## config.mk

```make
export PLATFORM = sky130hd
export DESIGN_NAME = key_action_decoder
export DESIGN_NICKNAME = d
export VERILOG_FILES = /design/src/rtl/key_action_decoder.sv
export SDC_FILE = /design/constraint.sdc
export NUM_CORES = 1
export LEC_CHECK = 0
export ABC_CLOCK_PERIOD_IN_PS = 2400
export CAP_MARGIN = 5
export CORE_MARGIN = 5
export CORE_UTILIZATION = 50
export CTS_CLUSTER_DIAMETER = 40
export DETAILED_ROUTE_END_ITERATION = 16
export GPL_TIMING_DRIVEN = 0
export PLACE_DENSITY = 0.71
export SYNTH_ARGS = -nofsm -noshare
export SYNTH_HDL_FRONTEND = slang
export SYNTH_SLANG_ARGS = --single-unit
```

## constraint.sdc

```tcl
create_clock -name CLK -period 2.4 [get_ports CLK]
set_input_delay 0.72 -clock CLK [delete_from_list [all_inputs] [get_ports CLK]]
set_output_delay 0.72 -clock CLK [all_outputs]
set_load 0.01 [all_outputs]
```

## src/rtl/key_action_decoder.sv

```systemverilog
// key_action_decoder
// Classifies debounced key gestures into short press, double click, long
// press and auto-repeat, timed by an external millisecond tick enable.
//
// Ports:
//   CLK          system clock
//   nRST         asynchronous active-low reset
//   TICK         one-cycle timing enable (1 kHz nominal)
//   KEY_FLAG     one-cycle pulse on each debounced key edge
//   KEY_STATE    debounced level, 0 = pressed, valid with KEY_FLAG
//   SHORT_PRESS  one-cycle pulse, single short click
//   DOUBLE_CLICK one-cycle pulse, two clicks inside the window
//   LONG_PRESS   one-cycle pulse when the hold reaches LONG_MS ticks
//   REPEAT       one-cycle pulse every REPEAT_MS ticks while held long
//   HELD         level, 1 while the key is considered down
module key_action_decoder #(
  parameter int LONG_MS   = 1000,
  parameter int REPEAT_MS = 200,
  parameter int DCLICK_MS = 300,
  parameter bit DCLICK_EN = 1'b1,
  parameter int CNT_W     = 11
) (
  input  logic CLK,
  input  logic nRST,
  input  logic TICK,
  input  logic KEY_FLAG,
  input  logic KEY_STATE,
  output logic SHORT_PRESS,
  output logic DOUBLE_CLICK,
  output logic LONG_PRESS,
  output logic REPEAT,
  output logic HELD
);

  typedef enum logic [2:0] {
    IDLE         = 3'd0,
    PRESSED      = 3'd1,
    LONG_HELD    = 3'd2,
    WAIT_SECOND  = 3'd3,
    SECOND_PRESS = 3'd4
  } state_t;

  // A threshold N is reached on the Nth tick after entry, i.e. when the
  // counter still holds N-1 and TICK is high.
  localparam logic [CNT_W-1:0] LONG_LAST   = CNT_W'(LONG_MS - 1);
  localparam logic [CNT_W-1:0] REPEAT_LAST = CNT_W'(REPEAT_MS - 1);
  localparam logic [CNT_W-1:0] DCLICK_LAST = CNT_W'(DCLICK_MS - 1);

  state_t           state_q, state_d;
  logic [CNT_W-1:0] cnt_q, cnt_d;
  logic             short_d, dbl_d, long_d, rep_d, held_d;
  logic             press_ev, rel_ev;
  logic             long_hit, rep_hit, dclick_hit;
  logic             cnt_clr;

  assign press_ev   = KEY_FLAG & ~KEY_STATE;
  assign rel_ev     = KEY_FLAG &  KEY_STATE;
  assign long_hit   = TICK && (cnt_q == LONG_LAST);
  assign rep_hit    = TICK && (cnt_q == REPEAT_LAST);
  assign dclick_hit = TICK && (cnt_q == DCLICK_LAST);

  // Next-state and pulse decode. Key events are tested before timer hits
  // so that an edge landing on a threshold tick drops the timer action.
  always_comb begin
    state_d = state_q;
    short_d = 1'b0;
    dbl_d   = 1'b0;
    long_d  = 1'b0;
    rep_d   = 1'b0;
    cnt_clr = 1'b0;
    case (state_q)
      IDLE: begin
        if (press_ev) state_d = PRESSED;
      end
      PRESSED: begin
        if (rel_ev) begin
          if (DCLICK_EN) begin
            state_d = WAIT_SECOND;
          end else begin
            short_d = 1'b1;
            state_d = IDLE;
          end
        end else if (long_hit) begin
          long_d  = 1'b1;
          state_d = LONG_HELD;
        end
      end
      LONG_HELD: begin
        if (rel_ev) begin
          state_d = IDLE;
        end else if (rep_hit) begin
          rep_d   = 1'b1;
          cnt_clr = 1'b1;
        end
      end
      WAIT_SECOND: begin
        if (press_ev) begin
          state_d = SECOND_PRESS;
        end else if (dclick_hit) begin
          short_d = 1'b1;
          state_d = IDLE;
        end
      end
      SECOND_PRESS: begin
        if (rel_ev) begin
          dbl_d   = 1'b1;
          state_d = IDLE;
        end else if (long_hit) begin
          // Hold on the second click turns into a long press; the first
          // click is dropped silently.
          long_d  = 1'b1;
          state_d = LONG_HELD;
        end
      end
      default: begin
        state_d = IDLE;
      end
    endcase
  end

  // Counter restarts on every state change and on each repeat; it is held
  // at zero in IDLE so it cannot free-run there.
  always_comb begin
    cnt_d = cnt_q;
    if ((state_d != state_q) || cnt_clr || (state_q == IDLE)) begin
      cnt_d = '0;
    end else if (TICK) begin
      cnt_d = cnt_q + 1'b1;
    end
  end

  assign held_d = (state_d == PRESSED) || (state_d == LONG_HELD) ||
                  (state_d == SECOND_PRESS);

  always_ff @(posedge CLK or negedge nRST) begin
    if (!nRST) begin
      state_q      <= IDLE;
      cnt_q        <= '0;
      SHORT_PRESS  <= 1'b0;
      DOUBLE_CLICK <= 1'b0;
      LONG_PRESS   <= 1'b0;
      REPEAT       <= 1'b0;
      HELD         <= 1'b0;
    end else begin
      state_q      <= state_d;
      cnt_q        <= cnt_d;
      SHORT_PRESS  <= short_d;
      DOUBLE_CLICK <= dbl_d;
      LONG_PRESS   <= long_d;
      REPEAT       <= rep_d;
      HELD         <= held_d;
    end
  end

endmodule

```

==> impl_summary.md <==
Pwr
Across the VDD grid, the largest voltage drop is 333 µV. The switching portion of total power is between 30% and 40%. Registers are responsible for between 40% and 50% of the overall power. The total power per unit cell area is 736 mW/mm². The clock network is responsible for between 10% and 20% of the overall power.

The part of the total power dissipated in combinational logic is between 30% and 40%. The internal cell power is between 500 and 600 µW. For this design the static power due to leakage is 0.482 nW. The design draws 879 µW. The power spent charging and discharging nets is 313 µW.

Timing
The transition time at the pin with the least slew margin is 0.839 ns. The highest achievable clock rate is between 0.4 and 0.5 GHz. The final count of pins violating max slew is 0.

Setup repair after global routing left no endpoint under its margin. In this run the tightest slew margin relative to its limit is between 40% and 50%. In the finished design, the share of the clock period the worst path needs comes to between 90% and 100%. The final number of setup-violating endpoints is 0. The worst setup skew after layout is ~0.0075 ns. The hold violation total from the final report is 0. The post-route minimum period is 2.27 ns.

Synthesis
The mapped netlist covers around 0.0010 mm². The cell type with the highest aggregate area in the netlist is sky130_fd_sc_hd__dfrtp_1. The Yosys step of the flow raised 0 warnings. The register area share after synthesis is between 40% and 50%. The top cell type by area accounts for between 40% and 50% of the synthesized area. The synthesized area divided by synthesized cell count is approximately 9.4 µm². The synthesized instance count is 112. Counting every net in the synthesized netlist gives about 120. The number of synthesized register bits is 19.

Yosys mapped the design onto 37 distinct sky130hd cell types. By area the synthesized netlist is led by sky130_fd_sc_hd__dfrtp_1 45%, sky130_fd_sc_hd__nor2_1 7.9%, sky130_fd_sc_hd__xnor2_1 5.0%.

Finish
The cell area after layout is approximately 0.0012 mm². The library cell used most frequently in the layout, excluding fill and tap cells, is sky130_fd_sc_hd__nor2_1. Leaving out fill and tap cells, the most frequent cells in the layout are 22 x sky130_fd_sc_hd__nor2_1, 19 x sky130_fd_sc_hd__dfrtp_1, 8 x sky130_fd_sc_hd__clkdlybuf4s50_1.

The synthesis-to-finish area growth is 14.0%. The repair_antennas step left the layout with diodes totalling 0. In the final layout, the share of cells above drive strength 1 is about 7.3%.

After the last flow step, the layout net total stands at 131. The count of cells in the finished layout, fillers not included, comes to roughly 150.

Detailed routing
The detailed router's first-iteration violation count is 15. The via density per instance is 5.48. The first detailed-routing pass took 4 iterations.

The DRC violation count after routing is 0. The post-route antenna net violation count is 0. Wires add up to 1880 µm.

For this block, the via count after detailed routing is 827. Dividing the detail-routed wire length by the instance count gives 12.4 µm.

CTS
The maximum number of buffers from clock root to sink is 2. The tree built by TritonCTS fans out to 19 sinks. The CTS tree is built. The clock transition at the register clock pins on the worst setup and hold paths after CTS is between 0.1 and 0.15 ns.

The latest clock arrival within the worst-skew pair is about 0.30 ns. CTS placed an instance of sky130_fd_sc_hd__clkbuf_4 at the clock tree root. Counting the buffers created by CTS gives 3. In this run the number of H-tree levels came out at 1.

Placed design
The number of placed cells counting well taps is approximately 150. Routability-driven placement finished with a final weighted congestion of 0.880. The count of port buffers added during placement is 8.

Detailed placement ended at an HPWL of about 1400 µm. In this run the cell area measured after placement is approximately 0.0012 mm².

Critical path
The worst setup path is of the reg2reg kind. Of all nets on the critical path, the largest fanout is 10. The worst setup path is launched from a flip-flop. The required time of the critical path is 2.60 ns. Data on the critical path arrives at its endpoint at 2.47 ns. The capturing element type of the critical path is a flip-flop.

Hold path
The class of the worst hold path is reg2reg.

Floorplanning
Measured along the y axis, the die boundary spans approximately 56 µm. Once the floorplan was initialized, standard cells occupied a little over half of the core. The top-level I/O count is 10. The horizontal die dimension is about 56 µm. The die covers 0.00311 mm². The initialized floorplan defines 16 standard-cell rows. The area of the core is between 0.0015 and 0.002 mm².

GRT
The first global-routing pass estimated between 3000 and 4000 µm of wire. After global routing the overflow that remains totals 0. The pin count of the biggest net entering global routing is 20. The via count of the first global-routing pass came to roughly 790. Global routing used between 10% and 20% of the available tracks across all layers.

The number of antenna violations at the first check in global routing is 0.

Run
The number of violations of the max-capacitance limit is 0.

Run status
The run finished with clean final reports.
## repair_timing
item | 4_1_cts | 5_1_grt
hold buffers | 0 | 0
gates resized for setup | 0 | 2
setup endpoints to repair | 0 | 10
buffers inserted | 0 | 0
## power groups by stage
stage / logic, mW / clock network (mW) / registers, mW
after floorplan: 0.244 / 0 / 0.384
after global placement: 0.325 / 0 / 0.383
after detailed placement: 0.330 / 0 / 0.384
after CTS: 0.330 / 0.176 / 0.378
after global routing: 0.379 / 0.194 / 0.384
final: 0.335 / 0.166 / 0.378
## stage by stage
step / worst slack, ns / util, % / hold slack [ns] / TNS, ns
detailed placement: -0.193 / 58.6 / 0.555 / -1.99
finish: 0.126 / 60.2 / 0.579 / 0
floorplan: 0.0674 / - / 0.424 / 0
global placement: -0.185 / 58.6 / 0.531 / -1.96
global route: 0.00358 / 60.2 / 0.618 / 0
CTS: 0.0802 / 60.1 / 0.583 / 0
## final cells by class
type | instances | area [µm²]
clock buffer | 3 | 22.5
inverter | 1 | 3.75
tap | 27 | 33.8
clock inverter | 1 | 7.51
buffer | 5 | 22.5
fill | 171 | 788
timing repair buffer | 8 | 80.1
sequential | 19 | 475
multi-input combinational | 87 | 548
## registers in the layout (all words and copies together) (netlist names)
signal and count:
state_q 3, REPEAT 1, DOUBLE_CLICK 1, cnt_q 11
HELD 1, SHORT_PRESS 1, LONG_PRESS 1
## critical path, stage by stage, from the launching register on
cell and delay, ns:
sky130_fd_sc_hd__dfrtp_1 0.46, sky130_fd_sc_hd__or3b_1 0.49, sky130_fd_sc_hd__or3_1 0.45, sky130_fd_sc_hd__a32o_1 0.23
sky130_fd_sc_hd__o2111ai_1 0.25, sky130_fd_sc_hd__buf_4 0.23, sky130_fd_sc_hd__nor2_1 0.06
## synth_stat cells
| cell | instances |
|---|---|
| sky130_fd_sc_hd__nor2_1 | 22 |
| sky130_fd_sc_hd__dfrtp_1 | 19 |
| sky130_fd_sc_hd__nand2_1 | 7 |
| sky130_fd_sc_hd__nand3_1 | 7 |
| sky130_fd_sc_hd__xnor2_1 | 6 |
| sky130_fd_sc_hd__xor2_1 | 6 |
| sky130_fd_sc_hd__clkbuf_1 | 4 |
| sky130_fd_sc_hd__nor2b_1 | 4 |
| sky130_fd_sc_hd__nand4_1 | 3 |
| sky130_fd_sc_hd__nor3_1 | 3 |
| sky130_fd_sc_hd__a21oi_1 | 2 |
| sky130_fd_sc_hd__mux2i_1 | 2 |
| sky130_fd_sc_hd__nand2b_1 | 2 |
| sky130_fd_sc_hd__or3_1 | 2 |
| sky130_fd_sc_hd__a22oi_1 | 1 |
| sky130_fd_sc_hd__a32o_1 | 1 |
| sky130_fd_sc_hd__and3_1 | 1 |
| sky130_fd_sc_hd__and3b_1 | 1 |
| sky130_fd_sc_hd__and4_1 | 1 |
| sky130_fd_sc_hd__buf_2 | 1 |
| sky130_fd_sc_hd__ha_1 | 1 |
| sky130_fd_sc_hd__inv_1 | 1 |
| sky130_fd_sc_hd__nand3b_1 | 1 |
| sky130_fd_sc_hd__nand4b_1 | 1 |
| sky130_fd_sc_hd__nor2_2 | 1 |
| sky130_fd_sc_hd__nor4_1 | 1 |
| sky130_fd_sc_hd__nor4_4 | 1 |
| sky130_fd_sc_hd__nor4b_1 | 1 |
| sky130_fd_sc_hd__o2111ai_1 | 1 |
| sky130_fd_sc_hd__o21ai_0 | 1 |
| sky130_fd_sc_hd__o21ai_1 | 1 |
| sky130_fd_sc_hd__o22ai_1 | 1 |
| sky130_fd_sc_hd__o31ai_1 | 1 |
| sky130_fd_sc_hd__or2_1 | 1 |
| sky130_fd_sc_hd__or3b_1 | 1 |
| sky130_fd_sc_hd__or4_4 | 1 |
| sky130_fd_sc_hd__or4b_4 | 1 |
## per-layer routing
layer  vias to the layer above  wire length (µm)  track usage (%)
li1                        413                 -                -
met1                       390               887             17.1
met2                        20               881             21.6
met3                         4                82             3.71
met4                         0                28             6.94
met5                         -                 0                0
## final timing paths
| path | slack [ns] | cells past startpoint | to | start |
|---|---|---|---|---|
| worst max-delay path | 0.13 | 6 | cnt_q[7] | cnt_q[4] |
| worst min-delay path | 0.58 | 2 | cnt_q[1] | cnt_q[1] |
| worst max register to register | 0.13 | 6 | cnt_q[7] | cnt_q[4] |
| worst min register to register | 0.58 | 2 | cnt_q[1] | cnt_q[1] |
| max in group asynchronous | 0.99 | 1 | cnt_q[7] | nRST |
| min in group asynchronous | 0.89 | 1 | SHORT_PRESS | nRST |
## logic make-up after synthesis
group	share of synthesized area (%)
simple gates	33.5
buf+inv	2.27
compound gates	5.73
xor+xnor	10.0
flops	45.4
mux	1.91
fa+ha+maj	1.19
(Power assumes the default switching activity.)
